<file path="config.mk">
export PLATFORM = sky130hd
export DESIGN_NAME = potato1_exec_unit
export DESIGN_NICKNAME = d
export VERILOG_FILES = /design/src/rtl/potato1_exec_unit.sv
export SDC_FILE = /design/constraint.sdc
export NUM_CORES = 1
export LEC_CHECK = 0
export BUFFER_PORTS_ARGS = -buffer_cell sky130_fd_sc_hd__buf_2
export CELL_PAD_IN_SITES_DETAIL_PLACEMENT = 1
export CELL_PAD_IN_SITES_GLOBAL_PLACEMENT = 1
export CORE_MARGIN = 1.5
export CORE_UTILIZATION = 49
export CTS_CLUSTER_SIZE = 25
export DETAILED_ROUTE_END_ITERATION = 10
export GPL_ROUTABILITY_DRIVEN = 0
export PLACE_DENSITY_LB_ADDON = 0.1
export SKIP_CTS_REPAIR_TIMING = 1
export SYNTH_ARGS = -nofsm -noshare
export SYNTH_HDL_FRONTEND = slang
export SYNTH_SLANG_ARGS = --single-unit
</file>
<file path="constraint.sdc">
create_clock -name clk -period 6.6 [get_ports clk]
set_input_delay 0.66 -clock clk [delete_from_list [all_inputs] [get_ports clk]]
set_output_delay 0.66 -clock clk [all_outputs]
set_load 0.02 [all_outputs]
</file>
<file path="src/rtl/potato1_exec_unit.sv">
// Potato-1 execution datapath: accumulator, 4-entry register file, a stallable input port,
// and a one-entry output buffer. Decodes one 6-bit command every clock.
module potato1_exec_unit #(
    parameter int DATA_W = 8,
    parameter int NREGS  = 4
) (
    input  logic              clk,
    input  logic              rst_n,
    input  logic [5:0]        command,
    output logic              zeroflag,
    output logic              iowait,
    input  logic [DATA_W-1:0] in_data,
    input  logic              in_valid,
    output logic              in_ready,
    output logic [DATA_W-1:0] out_data,
    output logic              out_valid,
    input  logic              out_ready,
    output logic [DATA_W-1:0] acc_dbg
);

    typedef enum logic [2:0] {
        OP_NOP = 3'b000,
        OP_LDI = 3'b001,
        OP_ADD = 3'b010,
        OP_SUB = 3'b011,
        OP_ST  = 3'b100,
        OP_LD  = 3'b101,
        OP_IN  = 3'b110,
        OP_OUT = 3'b111
    } op_e;

    op_e               op;
    logic [DATA_W-1:0] acc_q, acc_d;
    logic              zf_q, zf_d;
    logic              ov_q, ov_d;
    logic [DATA_W-1:0] od_q, od_d;
    logic [DATA_W-1:0] regs_q [NREGS];
    logic [DATA_W-1:0] rsel;
    logic              acc_we;
    logic              reg_we;

    assign op       = op_e'(command[5:3]);
    assign rsel     = regs_q[command[1:0]];
    assign zeroflag = zf_q;
    assign out_data = od_q;
    assign out_valid = ov_q;
    assign acc_dbg  = acc_q;

    // Handshakes: an input word transfers on a cycle where in_ready & in_valid; an output word
    // transfers on a cycle where out_valid & out_ready. A stalled IN/OUT raises iowait and retries.
    always_comb begin
        acc_d    = acc_q;
        acc_we   = 1'b0;
        reg_we   = 1'b0;
        od_d     = od_q;
        ov_d     = ov_q & ~out_ready;
        iowait   = 1'b0;
        in_ready = 1'b0;
        case (op)
            OP_NOP: ;
            OP_LDI: begin
                acc_d  = DATA_W'(command[2:0]);
                acc_we = 1'b1;
            end
            OP_ADD: begin
                acc_d  = acc_q + rsel;
                acc_we = 1'b1;
            end
            OP_SUB: begin
                acc_d  = acc_q - rsel;
                acc_we = 1'b1;
            end
            OP_ST:  reg_we = 1'b1;
            OP_LD: begin
                acc_d  = rsel;
                acc_we = 1'b1;
            end
            OP_IN: begin
                in_ready = 1'b1;
                if (in_valid) begin
                    acc_d  = in_data;
                    acc_we = 1'b1;
                end else begin
                    iowait = 1'b1;
                end
            end
            OP_OUT: begin
                // A drain in the same cycle frees the slot, so reload without a bubble.
                if (!ov_q || out_ready) begin
                    od_d = acc_q;
                    ov_d = 1'b1;
                end else begin
                    iowait = 1'b1;
                end
            end
        endcase
        zf_d = acc_we ? (acc_d == '0) : zf_q;
    end

    always_ff @(posedge clk or negedge rst_n) begin
        if (!rst_n) begin
            acc_q <= '0;
            zf_q  <= 1'b1;
            ov_q  <= 1'b0;
            od_q  <= '0;
            for (int i = 0; i < NREGS; i++) begin
                regs_q[i] <= '0;
            end
        end else begin
            acc_q <= acc_d;
            zf_q  <= zf_d;
            ov_q  <= ov_d;
            od_q  <= od_d;
            if (reg_we) begin
                regs_q[command[1:0]] <= acc_q;
            end
        end
    end

endmodule

</file>
# Yosys cells after proc, flatten, opt, wreduce, memory -nomap -nowiden
# Cells that the tools add are included.
[word_totals]
regBits = 50
out_inout_bits = 20
wordCells = 45
[op_classes]
add_sub_neg = 2
magnitude_cmp = 2
n_eq_ne = 7
n_mux = 17
bitwise = 3
reduce_logical = 6
[op_table]
columns = ["cell", "count"]
rows = [
  ["$pmux 8 s5", 1],
  ["$bwmux 32", 1],
  ["$mux 8", 4],
  ["$bmux 8 s2", 1],
  ["$demux 8 s2", 1],
  ["$eq 3x3->1 const B", 4],
  ["$add 8x8->8", 1],
  ["$logic_not 8->1", 1],
  ["$sub 8x8->8", 1],
  ["$mux 1", 7],
  ["$eq 3x2->1 const B", 2],
  ["$pmux 1 s2", 2],
  ["$reduce_or 4->1", 1],
  ["$eq 3x1->1 const B", 1],
  ["$ge 3x3->1 const B", 1],
  ["$lt 3x1->1 const B", 1],
  ["$not 2->3", 1],
  ["$reduce_and 2->1", 1],
  ["$and 1x1->1", 1],
  ["$logic_and 1x1->1", 1],
  ["$logic_not 1->1", 1],
  ["$logic_or 1x1->1", 1],
  ["$not 1->1", 1],
]

# Logic depth before layout (Yosys ltp)
[depth]
depth_word = 7
depth_mapped = 15
depth_no_buf = 14

# Worst setup path before layout
# Ideal clock, no wire load.
[synth_path]
path_kind = "input to register"
start = "in command[0]"
end = "reg zf_q, in the netlist zeroflag"
setup_time_ns = 0.087
t_arrival_ns = 3.523
t_required_ns = 6.513
slack_ns = 2.991
path_stages = 15
path_buffers = 1
path_cell_list = "buf_6 mux4_2 inv_1 ha_1 nand2_1 a21boi_0 inv_1 fa_1 nor2b_1 o21ai_0 a21boi_0 o21a_1 mux2_2 o32ai_1 o31ai_2"
[synth_between]
elab_chain_len = 7
elab_cells_between_ends = 8
cone_classes = "add/sub (2); mux (4); bitwise (1); reduce/logical (1)"
[synth_lines]
columns = ["item", "line_no", "rtl"]
rows = [
  ["start, declared", "9", "input logic [5:0] command,"],
  ["$not 2->3 (not written as such) (*)", "43", "assign rsel = regs_q[command[1:0]];"],
  ["$bmux 8 s2 (*)", "43", ""],
  ["$mux 8 (not written as such) (*) (2 in a row)", "43", ""],
  ["$sub 8x8->8 or $add 8x8->8 (tied branches)", "70, 66", ""],
  ["$pmux 8 s5 (*)", "59", "case (op)"],
  ["named net acc_d[6]", "33", "logic [DATA_W-1:0] acc_q, acc_d;"],
  ["$logic_not 8->1 (*)", "97", "zf_d = acc_we ? (acc_d == '0) : zf_q;"],
  ["end signal, assigned", "111", "zf_q <= zf_d;"],
  ["end, declared", "34", "logic zf_q, zf_d;"],
]
# The timed path passes the listed nets; every way through them passes the cells marked *. The select of a mux whose other input is x is not followed.
# A chain may end at the register's enable or synchronous reset.

# Worst setup path in the final report
# Same ends and word-level chain as after synthesis.

==> out/summary.json <==
{
  "outcome": {"value": "completed"},
  "numCtsBuffers": {"value": 5},
  "post_synth_num_cell_types": {"value": 49},
  "timing_worst_setup_path_type": {"value": "input port to flip-flop"},
  "die_height": {"value": 79.5, "unit": "µm"},
  "io-pin-count": {"value": 38},
  "peakVddDrop": {"value": 198, "unit": "µV"},
  "crit_path_end_kind": {"value": "flip-flop"},
  "layout_worst_path_cycle_share": {"value": 58.0, "unit": "%"},
  "synth_xor_xnor_area_share": {"value": 2.75, "unit": "%"},
  "hold_path_class": {"value": "input port to asynchronous set/reset pin"},
  "layoutNonFillerInstCount": {"value": 355},
  "gr-usage-all-layers": {"value": 22.7, "unit": "%"},
  "post_synth_inst_count": {"value": 250},
  "drive_above_1_share": {"value": 34.6, "unit": "%"},
  "syn_area_per_cell": {"value": 11.5, "unit": "µm²"},
  "most_common_cell_after_layout_fill_and_taps_aside": {"value": "dfrtp_1"},
  "final.min_clock_period": {"value": 3.82, "unit": "ns"},
  "clock_insertion_delay_worst_skew": {"value": 0.30, "unit": "ns"},
  "cts_max_path_buffers": {"value": 2},
  "dp.cells": {"value": 347},
  "worst_setup_path_start_kind": {"value": "input port"},
  "yosys_warnings": {"value": 0},
  "grt_start_max_net_pins": {"value": 51},
  "final_core_util": {"value": 57.3, "unit": "%"},
  "portion_of_synthesized_cell_area_occupied_by_the_leading_cell_type": {"value": 42.8, "unit": "%"},
  "floorplan.rows": {"value": 27},
  "first_iter_violations": {"value": 102},
  "wire_per_inst": {"value": 18.5, "unit": "µm"},
  "r2r.worst_path.cells": {"value": 14},
  "final_hold_viol_count": {"value": 0},
  "max_freq": {"value": 261, "unit": "MHz"},
  "synth_compound_area_share": {"value": 12.3, "unit": "%"},
  "crit_path_max_delay_cell_type": {"value": "mux4_2"},
  "crit_required": {"value": 6.83, "unit": "ns"},
  "area_growth_syn_to_fin": {"value": 11.4, "unit": "%"},
  "power.leakage": {"value": 1.48, "unit": "nW"},
  "timing_worst_slew_pin_value": {"value": 0.821, "unit": "ns"},
  "grt_antenna_before_repair": {"value": 0},
  "final_cell_mix": {"value": "dfrtp_1, mux2_2, buf_2"},
  "syn-cell-area": {"value": 0.00286, "unit": "mm²"},
  "cts_num_sinks": {"value": 50},
  "antenna_violating_nets_post_route": {"value": 0},
  "portBuffers": {"value": 37},
  "diode_count": {"value": 0},
  "pwr_density_cell": {"value": 506, "unit": "mW/mm²"},
  "post_synth_and_or_nand_nor_area_fraction": {"value": 10.9, "unit": "%"},
  "crit-reg2reg-capture": {"value": "zeroflag"},
  "core_area": {"value": 0.00557, "unit": "mm²"},
  "via_count": {"value": 2070},
  "r2r_slack": {"value": 3.20, "unit": "ns"},
  "die-width": {"value": 79.5, "unit": "µm"},
  "syn-num-nets": {"value": 277},
  "slew_viol_final": {"value": 0},
  "floorplan.initialDensity": {"value": 51.4, "unit": "%"},
  "asyncSetResetFlopFracSynth": {"value": 100, "unit": "%"},
  "dpl-instance-area": {"value": 0.00308, "unit": "mm²"},
  "synth-adder-area-share": {"value": 4.19, "unit": "%"},
  "setup_total_negative_slack": {"value": 0, "unit": "ns"},
  "maxCapViolations": {"value": 0},
  "grt_overflow_total": {"value": 0},
  "first_pass_grt_wire_length": {"value": 10800, "unit": "µm"},
  "tritoncts": {"value": "yes"},
  "setup_viol_count_final": {"value": 0},
  "clk_pin_slew_worst_paths": {"value": 0.09, "unit": "ns"},
  "fillerInstances": {"value": 613},
  "cts-htree-levels": {"value": 2},
  "num-nets-final": {"value": 309},
  "detailed_place_hpwl": {"value": 4910, "unit": "µm"},
  "drt_pass1_iterations": {"value": 4},
  "drc": {"value": 0},
  "via_count_of_the_first_global_routing_pass": {"value": 2168},
  "r2r-start": {"value": "regs_q[8]"},
  "synth_seq_cells": {"value": 50},
  "synth_top_family_by_area": {"value": "multiplexers"},
  "final.setup_skew": {"value": 0.00819, "unit": "ns"},
  "layout.cell_area.non_filler": {"value": 0.00319, "unit": "mm²"},
  "die_area": {"value": 0.00631, "unit": "mm²"},
  "critical_path.max_fanout": {"value": 15},
  "routed_wirelength": {"value": 6560, "unit": "µm"},
  "grt_setup_unrepaired": {"value": "no"},
  "worst_slew_margin_rel": {"value": 45.0, "unit": "%"},
  "yosysTopAreaCell": {"value": "dfrtp_1"},
  "clockRootBuffer": {"value": "clkbuf_8"},
  "critical_path.cell_chain": {"value": "buf_2 > mux4_2 > inv_1 > ha_1 > nand2_1 > a21boi_0 > inv_1 > fa_1 > nor2b_1 > o21ai_0 > a21boi_0 > o21a_1 > mux2_2 > o32ai_1 > o31ai_2"},
  "synth_flop_cell": {"value": "dfrtp_1"},
  "seq_area_frac_synth": {"value": 43.7, "unit": "%"},
  "yosys-top-cells-area": {"value": "dfrtp_1, mux2_2, mux4_2"},
  "post_synth_mux_area_share": {"value": 22.7, "unit": "%"},
  "synth_enable_flop_cells": {"value": 0},
  "crit_path_max_incr_delay": {"value": 0.63, "unit": "ns"},
  "viasPerCell": {"value": 5.83},
  "cp_data_arrival_time": {"value": 4.06, "unit": "ns"}
}
-- power breakdown --
| part | internal [mW] | leakage [nW] | switching (mW) | total (mW) |
|---|---|---|---|---|
| Combinational | 0.407 | 0.795 | 0.436 | 0.843 |
| Sequential | 0.445 | 0.635 | 0.113 | 0.559 |
| Clock | 0.113 | 0.0514 | 0.102 | 0.215 |
-- final cells by class --
cell class              instances  area, µm²  area share (%)
clock inverters                 2       37.5            1.18
multi-input cells             178       1510            47.4
flip-flops and latches         50       1250            39.2
inverters                       9       33.8            1.06
repair buffers                 38        193            6.04
clock buffers                   6       72.6            2.27
well taps                      72       90.1            2.82
-- cell usage after synthesis, types with 3 or more instances --
library cell and instances:
dfrtp_1 49, mux2_2 39, nand2_1 17, nor2_1 14
clkbuf_1 9, inv_1 9, o21ai_0 9, ha_1 8
mux4_2 8, a21oi_1 7, xnor2_1 7, nor2b_1 6
a21o_1 5, o31ai_1 5, nand2b_1 4, nand3_1 4
nor3_1 4, a21boi_0 3, mux2i_1 3, o21a_1 3
-- critical path, delay by kind of cell --
family | cells | cell delay (ns)
compound gates | 6 | 1.05
fa+ha+maj | 2 | 0.67
buf+inv | 3 | 0.55
mux | 2 | 0.95
simple gates | 2 | 0.17
-- how the worst max path moves through the flow --
stage	end	slack, ns	cells after the start	startpoint
after floorplan	zeroflag	2.99	15	command[0]
after global placement	zeroflag	2.51	15	command[0]
after detailed placement	zeroflag	2.43	15	command[0]
after CTS	zeroflag	2.76	15	command[0]
after global routing	zeroflag	2.51	15	command[0]
final	zeroflag	2.78	15	command[0]
-- sequential cells by signal (all words and copies together) (netlist names) --
signal     count
out_data       8
acc_dbg        8
out_valid      1
zeroflag       1
regs_q        32
-- cell families (layout without fill, tap and decap cells) --
logic type,Yosys count,after routing
AO/OA/AOI/OAI,50,50
XOR/XNOR,9,9
adder cells (fa/ha/maj),9,9
buffers and inverters,22,55
flip-flops,50,50
multiplexers,50,50
AND/OR/NAND/NOR,60,60
-- routing by layer --
metal	share of wire (%)	vias to the layer above	GRT usage [%]
met3	3.6	8	3.54
met4	1.0	0	5.09
met2	49	38	38.8
li1	-	971	-
met5	0	-	0
met1	47	1053	30.5
-- metrics by stage --
step | setup WS (ns) | hold slack, ns | power [mW]
CTS | 2.76 | 0.475 | 1.63
detailed placement | 2.43 | 0.473 | 1.41
global placement | 2.51 | 0.461 | 1.38
floorplan | 2.99 | 0.364 | 1.19
global route | 2.51 | 0.499 | 1.75
finish | 2.78 | 0.441 | 1.62
(Power assumes the default switching activity.)
